[src/rtl/regc_frame_seq_if.sv]
// Stream and frame-memory signal bundle for regc_frame_seq.
// master is the sequencer side; slave is the upstream/downstream/memory side.
interface regc_frame_seq_if #(
    parameter int DW = 16,
    parameter int AW = 7
);
    logic          in_valid;
    logic          in_ready;
    logic [DW-1:0] in_data;
    logic          out_valid;
    logic          out_ready;
    logic [DW-1:0] out_data;
    logic          frame_done;
    logic          busy;
    logic          mem_write_read;
    logic [AW-1:0] mem_address;
    logic [DW-1:0] mem_wdata;
    logic [DW-1:0] mem_rdata;

    modport master (
        input  in_valid, in_data, out_ready, mem_rdata,
        output in_ready, out_valid, out_data, frame_done, busy,
               mem_write_read, mem_address, mem_wdata
    );

    modport slave (
        output in_valid, in_data, out_ready, mem_rdata,
        input  in_ready, out_valid, out_data, frame_done, busy,
               mem_write_read, mem_address, mem_wdata
    );
endinterface

[src/rtl/regc_frame_seq.sv]
// Frame sequencer: writes FRAME_LEN input samples to the frame memory from
// address 0, then reads them back in address order onto the output stream.
module regc_frame_seq #(
    parameter int DW        = 16,
    parameter int AW        = 7,
    parameter int FRAME_LEN = 65
) (
    input logic              clk,
    input logic              reset,
    regc_frame_seq_if.master bus
);
    localparam logic [2:0] IDLE     = 3'd0;
    localparam logic [2:0] FILL     = 3'd1;
    localparam logic [2:0] RD_ISSUE = 3'd2;
    localparam logic [2:0] RD_WAIT  = 3'd3;
    localparam logic [2:0] RD_HOLD  = 3'd4;

    localparam logic [AW-1:0] LAST = AW'(FRAME_LEN - 1);

    logic [2:0]    state;
    logic [AW-1:0] wr_cnt;
    logic [AW-1:0] rd_cnt;
    logic          filling;
    logic          accept;

    // in_ready is gated by reset so no sample is consumed in the abort cycle.
    always_comb begin
        filling            = (state == IDLE) || (state == FILL);
        bus.in_ready       = filling && !reset;
        accept             = bus.in_valid && bus.in_ready;
        bus.busy           = (state != IDLE);
        bus.mem_write_read = accept;
        bus.mem_address    = filling ? wr_cnt : rd_cnt;
        bus.mem_wdata      = bus.in_data;
    end

    always_ff @(posedge clk) begin
        if (reset) begin
            state          <= IDLE;
            wr_cnt         <= '0;
            rd_cnt         <= '0;
            bus.out_valid  <= 1'b0;
            bus.out_data   <= '0;
            bus.frame_done <= 1'b0;
        end else begin
            bus.frame_done <= 1'b0;
            case (state)
                // IDLE always holds wr_cnt==0, so IDLE and FILL share one write path.
                IDLE, FILL: begin
                    if (accept) begin
                        if (wr_cnt == LAST) begin
                            wr_cnt <= '0;
                            state  <= RD_ISSUE;
                        end else begin
                            wr_cnt <= wr_cnt + AW'(1);
                            state  <= FILL;
                        end
                    end
                end
                RD_ISSUE: state <= RD_WAIT;
                RD_WAIT: begin
                    bus.out_data  <= bus.mem_rdata;
                    bus.out_valid <= 1'b1;
                    state         <= RD_HOLD;
                end
                RD_HOLD: begin
                    if (bus.out_ready) begin
                        bus.out_valid <= 1'b0;
                        if (rd_cnt == LAST) begin
                            rd_cnt         <= '0;
                            bus.frame_done <= 1'b1;
                            state          <= IDLE;
                        end else begin
                            rd_cnt <= rd_cnt + AW'(1);
                            state  <= RD_ISSUE;
                        end
                    end
                end
                default: state <= IDLE;
            endcase
        end
    end
endmodule

[src/flat_wrapper.sv]
// flat-port wrapper written by rule: the top's interface ports become plain ports
module regc_frame_seq_flat 
#(
    parameter int DW        = 16,
    parameter int AW        = 7,
    parameter int FRAME_LEN = 65
)
  (clk, reset, bus_in_valid, bus_in_data, bus_out_ready, bus_mem_rdata, bus_in_ready, bus_out_valid, bus_out_data, bus_frame_done, bus_busy, bus_mem_write_read, bus_mem_address, bus_mem_wdata);
  regc_frame_seq_if #(.DW(DW), .AW(AW)) bus_i ();
  input logic clk;
  input logic reset;
  input wire logic [$bits(bus_i.in_valid)-1:0] bus_in_valid;
  input wire logic [$bits(bus_i.in_data)-1:0] bus_in_data;
  input wire logic [$bits(bus_i.out_ready)-1:0] bus_out_ready;
  input wire logic [$bits(bus_i.mem_rdata)-1:0] bus_mem_rdata;
  output wire logic [$bits(bus_i.in_ready)-1:0] bus_in_ready;
  output wire logic [$bits(bus_i.out_valid)-1:0] bus_out_valid;
  output wire logic [$bits(bus_i.out_data)-1:0] bus_out_data;
  output wire logic [$bits(bus_i.frame_done)-1:0] bus_frame_done;
  output wire logic [$bits(bus_i.busy)-1:0] bus_busy;
  output wire logic [$bits(bus_i.mem_write_read)-1:0] bus_mem_write_read;
  output wire logic [$bits(bus_i.mem_address)-1:0] bus_mem_address;
  output wire logic [$bits(bus_i.mem_wdata)-1:0] bus_mem_wdata;
  assign bus_i.in_valid = bus_in_valid;
  assign bus_i.in_data = bus_in_data;
  assign bus_i.out_ready = bus_out_ready;
  assign bus_i.mem_rdata = bus_mem_rdata;
  assign bus_in_ready = bus_i.in_ready;
  assign bus_out_valid = bus_i.out_valid;
  assign bus_out_data = bus_i.out_data;
  assign bus_frame_done = bus_i.frame_done;
  assign bus_busy = bus_i.busy;
  assign bus_mem_write_read = bus_i.mem_write_read;
  assign bus_mem_address = bus_i.mem_address;
  assign bus_mem_wdata = bus_i.mem_wdata;
  regc_frame_seq #(.DW(DW), .AW(AW), .FRAME_LEN(FRAME_LEN)) u_core (.clk(clk), .reset(reset), .bus(bus_i));
endmodule
[config.mk]
export PLATFORM = sky130hd
export DESIGN_NAME = regc_frame_seq_flat
export DESIGN_NICKNAME = d
export VERILOG_FILES = /design/src/rtl/regc_frame_seq_if.sv /design/src/rtl/regc_frame_seq.sv /design/src/flat_wrapper.sv
export SDC_FILE = /design/constraint.sdc
export NUM_CORES = 1
export LEC_CHECK = 0
export ABC_AREA = 1
export BUFFER_PORTS_ARGS = -buffer_cell sky130_fd_sc_hd__buf_2
export CORE_UTILIZATION = 42
export DETAILED_ROUTE_END_ITERATION = 12
export PLACE_DENSITY_LB_ADDON = 0.25
export SKIP_CTS_REPAIR_TIMING = 1
export SLEW_MARGIN = 20
export SYNTH_ARGS = -nofsm -noshare
export SYNTH_HDL_FRONTEND = slang
export SYNTH_SLANG_ARGS = --single-unit
[constraint.sdc]
create_clock -name clk -period 1.4 [get_ports clk]
set_clock_uncertainty 0.2 [all_clocks]
set_input_delay 0.07 -clock clk [delete_from_list [all_inputs] [get_ports clk]]
set_output_delay 0.07 -clock clk [all_outputs]
set_load 0.02 [all_outputs]
# [After elaboration in Yosys (flattened, before gate mapping)]
# Cells that the tools add are included.
[word_totals] elab_cells=42 out_inout_bits=44 reg_bits=35 input_bits=36
[classes] add_sub_neg=2 n_reduce_logical=13 n_eq_ne=8 muxes=11 n_bitwise=2
[op_table] op="$mux 7" n=3
[op_table] op="$add 7x1->7 const B" n=2
[op_table] op="$eq 7x7->1 const B" n=2
[op_table] op="$pmux 3 s4" n=1
[op_table] op="$reduce_and 2->1" n=4
[op_table] op="$eq 3x2->1 const B" n=2
[op_table] op="$mux 3" n=2
[op_table] op="$mux 2" n=2
[op_table] op="$ne 2x2->1 const B" n=2
[op_table] op="$eq 3x1->1 const B" n=1
[op_table] op="$eq 3x3->1 const B" n=1
[op_table] op="$logic_not 3->1" n=1
[op_table] op="$reduce_bool 3->1" n=1
[op_table] op="$reduce_or 3->1" n=1
[op_table] op="$logic_and 1x1->1" n=2
[op_table] op="$mux 1" n=2
[op_table] op="$not 1->1" n=2
[op_table] op="$pmux 1 s2" n=1
[op_table] op="$reduce_bool 2->1" n=1
[op_table] op="$reduce_or 2->1" n=1
[op_table] op="$logic_not 1->1" n=1
[op_table] op="$logic_or 1x1->1" n=1

# [Longest topological paths before layout]
[depth] ltp_word=6 depth_mapped=9 mapped_depth_nobuf=9

# [Worst setup path after synthesis]
# No wires, ideal clock.
[synth_path] path_type="register -> output" start="reg u_core.state[2]" end="out bus_mem_address[0]" setup_slack_ns=-0.072 stages_incl_launch_ff=4 arrival_ns=1.202 n_path_buf=1 required_time_ns=1.130 cell_sequence="dfxtp_1 > nor2_4 > buf_2 > o21ai_0"
[synth_via] elab_chain_len=3 elab_cells_between_ends=4 classes_between="eq/ne: 1; mux: 1; reduce/logical: 2"
[synth_lines] item="start: declaration" line="regc_frame_seq.sv:20" text="logic [2:0] state;"
[synth_lines] item="start signal: assignment" line="regc_frame_seq.sv:39" text="state <= IDLE;"
[synth_lines] item="start signal: assignment" line="regc_frame_seq.sv:53" text="state <= RD_ISSUE;"
[synth_lines] item="start signal: assignment" line="regc_frame_seq.sv:56" text="state <= FILL;"
[synth_lines] item="$eq 3x1->1 / $logic_not 3->1 (equally long branches)" line="regc_frame_seq.sv:28" text="filling = (state == IDLE) || (state == FILL);"
[synth_lines] item="$logic_or 1x1->1 (*)" line="regc_frame_seq.sv:28"
[synth_lines] item="$mux 7 (*)" line="regc_frame_seq.sv:33" text="bus.mem_address = filling ? wr_cnt : rd_cnt;"
[synth_lines] item="end: declaration" line="flat_wrapper.sv:22" text="output wire logic [$bits(bus_i.mem_address)-1:0] bus_mem_address;"
# Mark *: on every way between the ends. The rest lies on a longest branch, timed or not.

# [Worst setup path in the final report]
[layout_path] start="reg u_core.state[1]" end="out bus_mem_write_read"
[layout_via] elab_chain_len=4 elab_cells_between_ends=5 classes_between="eq/ne: 1; reduce/logical: 4"
[layout_lines] item="$eq 3x1->1 / $logic_not 3->1 (equally long branches)" line="regc_frame_seq.sv:28"
[layout_lines] item="$logic_or 1x1->1 (*)" line="regc_frame_seq.sv:28"
[layout_lines] item="$logic_and 1x1->1 (*)" line="regc_frame_seq.sv:29" text="bus.in_ready = filling && !reset;"
[layout_lines] item="$logic_and 1x1->1 (*)" line="regc_frame_seq.sv:30" text="accept = bus.in_valid && bus.in_ready;"
[layout_lines] item="end: declaration" line="flat_wrapper.sv:21" text="output wire logic [$bits(bus_i.mem_write_read)-1:0] bus_mem_write_read;"
# Marked as above.

==> summary.txt <==
sw power = 522 uW
CP Data Arrival Time = 1.31 ns
TritonCTS clock tree = yes
chip width = 67.3 microns
Mapped Cells = 254
root buffer cell = clkbuf_8
CP dominant cell by count = buf_6
pwr/cell area = 862 mW/mm^2
CP required = 1.13 ns
Detail Route Antenna Nets = 0
WP buf/inv = 3
number of hold violations in the final report = 0
PnR Total Power = 2.39 mW
min cycle time layout = 1.58 ns
leakage power = 1.27 nW
Setup Viol. Count Final = 18
Die Y = 67.3 microns
library cells used by synthesis = 25
Initial DRT Pass Iterations = 4
routed wire length per instance = 11.4 microns
total grt overflow = 0
Clock Latency Late Sink = 0.29 ns
Crit. End Element = output pin
worst hold endpoint = u_core.state[1]
maximum vdd ir drop = 0.723 mV
average cell area after synthesis = 7.05 sq um
Least-Margin Pin Slew = 0.516 ns
Flop pwr share = 0.422
Remaining DRCs = 0
Fmax = 634 MHz
failing checks = setup timing
fin nets = 388
HP Start = reset
Slew Limit Fails = 0
reg2reg setup slack = -0.13 ns
Critical R2R Launch = u_core.state[1]
clock sinks = 35
Vias = 1886
DR vias/cell = 4.73
cell-by-cell trace of the critical path = nor2_4 > buf_6 > nand3_4 > inv_4 > buf_6
fin crit share = 1.13
Critical Path Source Type = flop
core area = 0.00406 sq mm
GRT met2 Usage = 0.274
GP Congestion = 0.840
Hold Path Depth = 5
HP Class = input port to flop
internal power = 1.87 mW
CP max FO = 7
met3 Use GR = 0.0507
Worst Reg-to-Reg Cells = 9
Worst path max stage delay = 0.37 ns
Total Routing Usage GR = 0.171
Comb power frac = 0.125
flops & latches, synth = 35
FF-to-FF End = u_core.wr_cnt[6]
Clock Path Buffers = 2
part of the Yosys area used for sequential elements = 0.391
Num CTS Buffers = 5
initial antenna violation count = 0
final wirelength = 4550 microns
Final HPWL DP = 2840 microns
fillcell total = 341
share of cells above drive strength 1 = 0.332
pin count of the biggest net entering global routing = 17
met1 usage = 0.210
IO Port Bufs = 47
Design Area, Final = 0.00277 sq mm
slowest stage cell, crit path = dfxtp_4
CP top delay family = flip-flops
Initial DRC Count = 86
Max Cap Viol = 0
clk slew on worst S/H paths = 0.07 ns
RSZ-0062 raised after global routing = true
I/O pins = 80
synthesized net count = 294
first-pass GRT wire length = 5710 microns
number of global-route vias before repair = 1285
Post-Syn Area = 0.00179 sq mm
area delta synth->final = 54.9%
CTS H-tree lvls = 2
critical path class = flop to output pin
Site Rows = 23
worst setup margin = -0.177 ns
Slew headroom = 0.655
# diodes = 0
DP Area = 0.00206 sq mm
clock share of power = 0.454
sw frac = 0.218
status = finished, violations left
GR peak layer = met2
Initial Util = 0.441
die area = 0.00453 sq mm
Synth Warn # = 0
-- sequential cells by signal (all words and copies together), names as in the netlist --
name	count
u_core.bus.frame_done	1
u_core.rd_cnt	7
u_core.state	3
u_core.bus.out_data	16
u_core.bus.out_valid	1
u_core.wr_cnt	7
-- placed cells by master (no fill, tap or decap), drive strengths merged --
cell type / instances
xor2: 4
nand4: 5
dlygate4sd3: 37
o2111ai: 1
a21oi: 11
nand3: 13
or2: 1
o21ai: 28
clkbuf: 6
inv: 29
ha: 4
dfxtp: 35
buf: 72
bufinv: 2
nor3: 1
nand2: 45
nor2: 54
o21bai: 1
-- kinds of logic (layout without fill, tap and decap cells) --
| group | Yosys count | after routing | synth area share |
|---|---|---|---|
| compound gates | 41 | 41 | 0.118 |
| xor+xnor | 4 | 4 | 0.0196 |
| fa+ha+maj | 4 | 4 | 0.0280 |
| buf+inv | 51 | 146 | 0.144 |
| flops | 35 | 35 | 0.391 |
| simple gates | 119 | 119 | 0.299 |
-- metrics by stage --
step                      utilization  cells  TNS, ns  hold WS, ns  setup WS, ns
final                           0.684    399    -1.66       0.0375        -0.177
after global routing            0.684    399    -3.53       0.0719        -0.259
after CTS                       0.541    352    -2.69       -0.200        -0.344
after detailed placement        0.509    344  -0.0917      -0.0599       -0.0353
after global placement          0.509    344   -0.173      -0.0599       -0.0620
after floorplan                     -    254   -0.432      -0.0609       -0.0720
-- power groups by stage --
stage	Sequential, mW	Clock, mW	Combinational, mW
5_1_grt	1.01	1.15	0.321
3_5_place_dp	1.03	0	0.132
6_report	1.01	1.08	0.298
3_3_place_gp	1.03	0	0.132
2_1_floorplan	1.03	0	0.136
4_1_cts	1.01	1.11	0.133
-- area by class of cell --
class,instances,area [sq um],share of cell area
Clock buffer,6,72.6,0.0262
Timing Repair Buffer,109,858,0.309
Sequential cell,35,713,0.257
Inverter,29,116,0.0419
Clock inverter,2,60.1,0.0217
Multi-Input combinational cell,168,891,0.321
Tap cell,50,62.6,0.0226
-- synthesized netlist by cell type --
master / number / area, sq um
xor2_1: 4 / 35.0
buf_2: 2 / 10.0
buf_1: 1 / 3.75
inv_1: 25 / 93.8
o2111ai_1: 1 / 8.76
or2_2: 1 / 6.26
nor2_1: 50 / 188
clkbuf_1: 2 / 7.51
nor3_1: 1 / 5.00
buf_4: 17 / 128
nor2_4: 2 / 22.5
nand4_1: 4 / 25.0
ha_1: 4 / 50.1
nand3_1: 10 / 50.1
o21ai_1: 2 / 10.0
nand3_2: 1 / 10.0
dfxtp_1: 35 / 701
nand4_2: 1 / 12.5
o21ai_0: 26 / 130
inv_2: 4 / 15.0
nor2_2: 2 / 12.5
nand3_4: 2 / 35.0
o21bai_1: 1 / 7.51
nand2_1: 45 / 169
a21oi_1: 11 / 55.1
-- worst max path at each step --
stage                           startpoint                 end  slack [ns]  cells after the start
after global routing       u_core.state[1]  bus_mem_write_read       -0.26                      5
after global placement    u_core.wr_cnt[1]    u_core.wr_cnt[6]       -0.06                      9
after CTS                  u_core.state[2]  bus_mem_address[1]       -0.34                      4
after detailed placement  u_core.wr_cnt[1]    u_core.wr_cnt[6]       -0.04                      9
final                      u_core.state[1]  bus_mem_write_read       -0.18                      5
after floorplan            u_core.state[2]  bus_mem_address[0]       -0.07                      3
-- worst register-to-register path, cell delays in order, from the launching register on --
cell,delay [ns]
dfxtp_4,0.37
nor2_4,0.21
buf_6,0.15
nand3_4,0.10
buf_6,0.15
nor2_2,0.06
nand3_1,0.06
nand2_1,0.06
nand2_1,0.04
nor2_1,0.08
-- per-layer routing --
metal,vias up,share of wire
met5,-,0
met4,0,0.017
met3,7,0.044
met2,60,0.49
met1,842,0.45
li1,977,-
No activity file was read; power rests on OpenSTA's default activity.
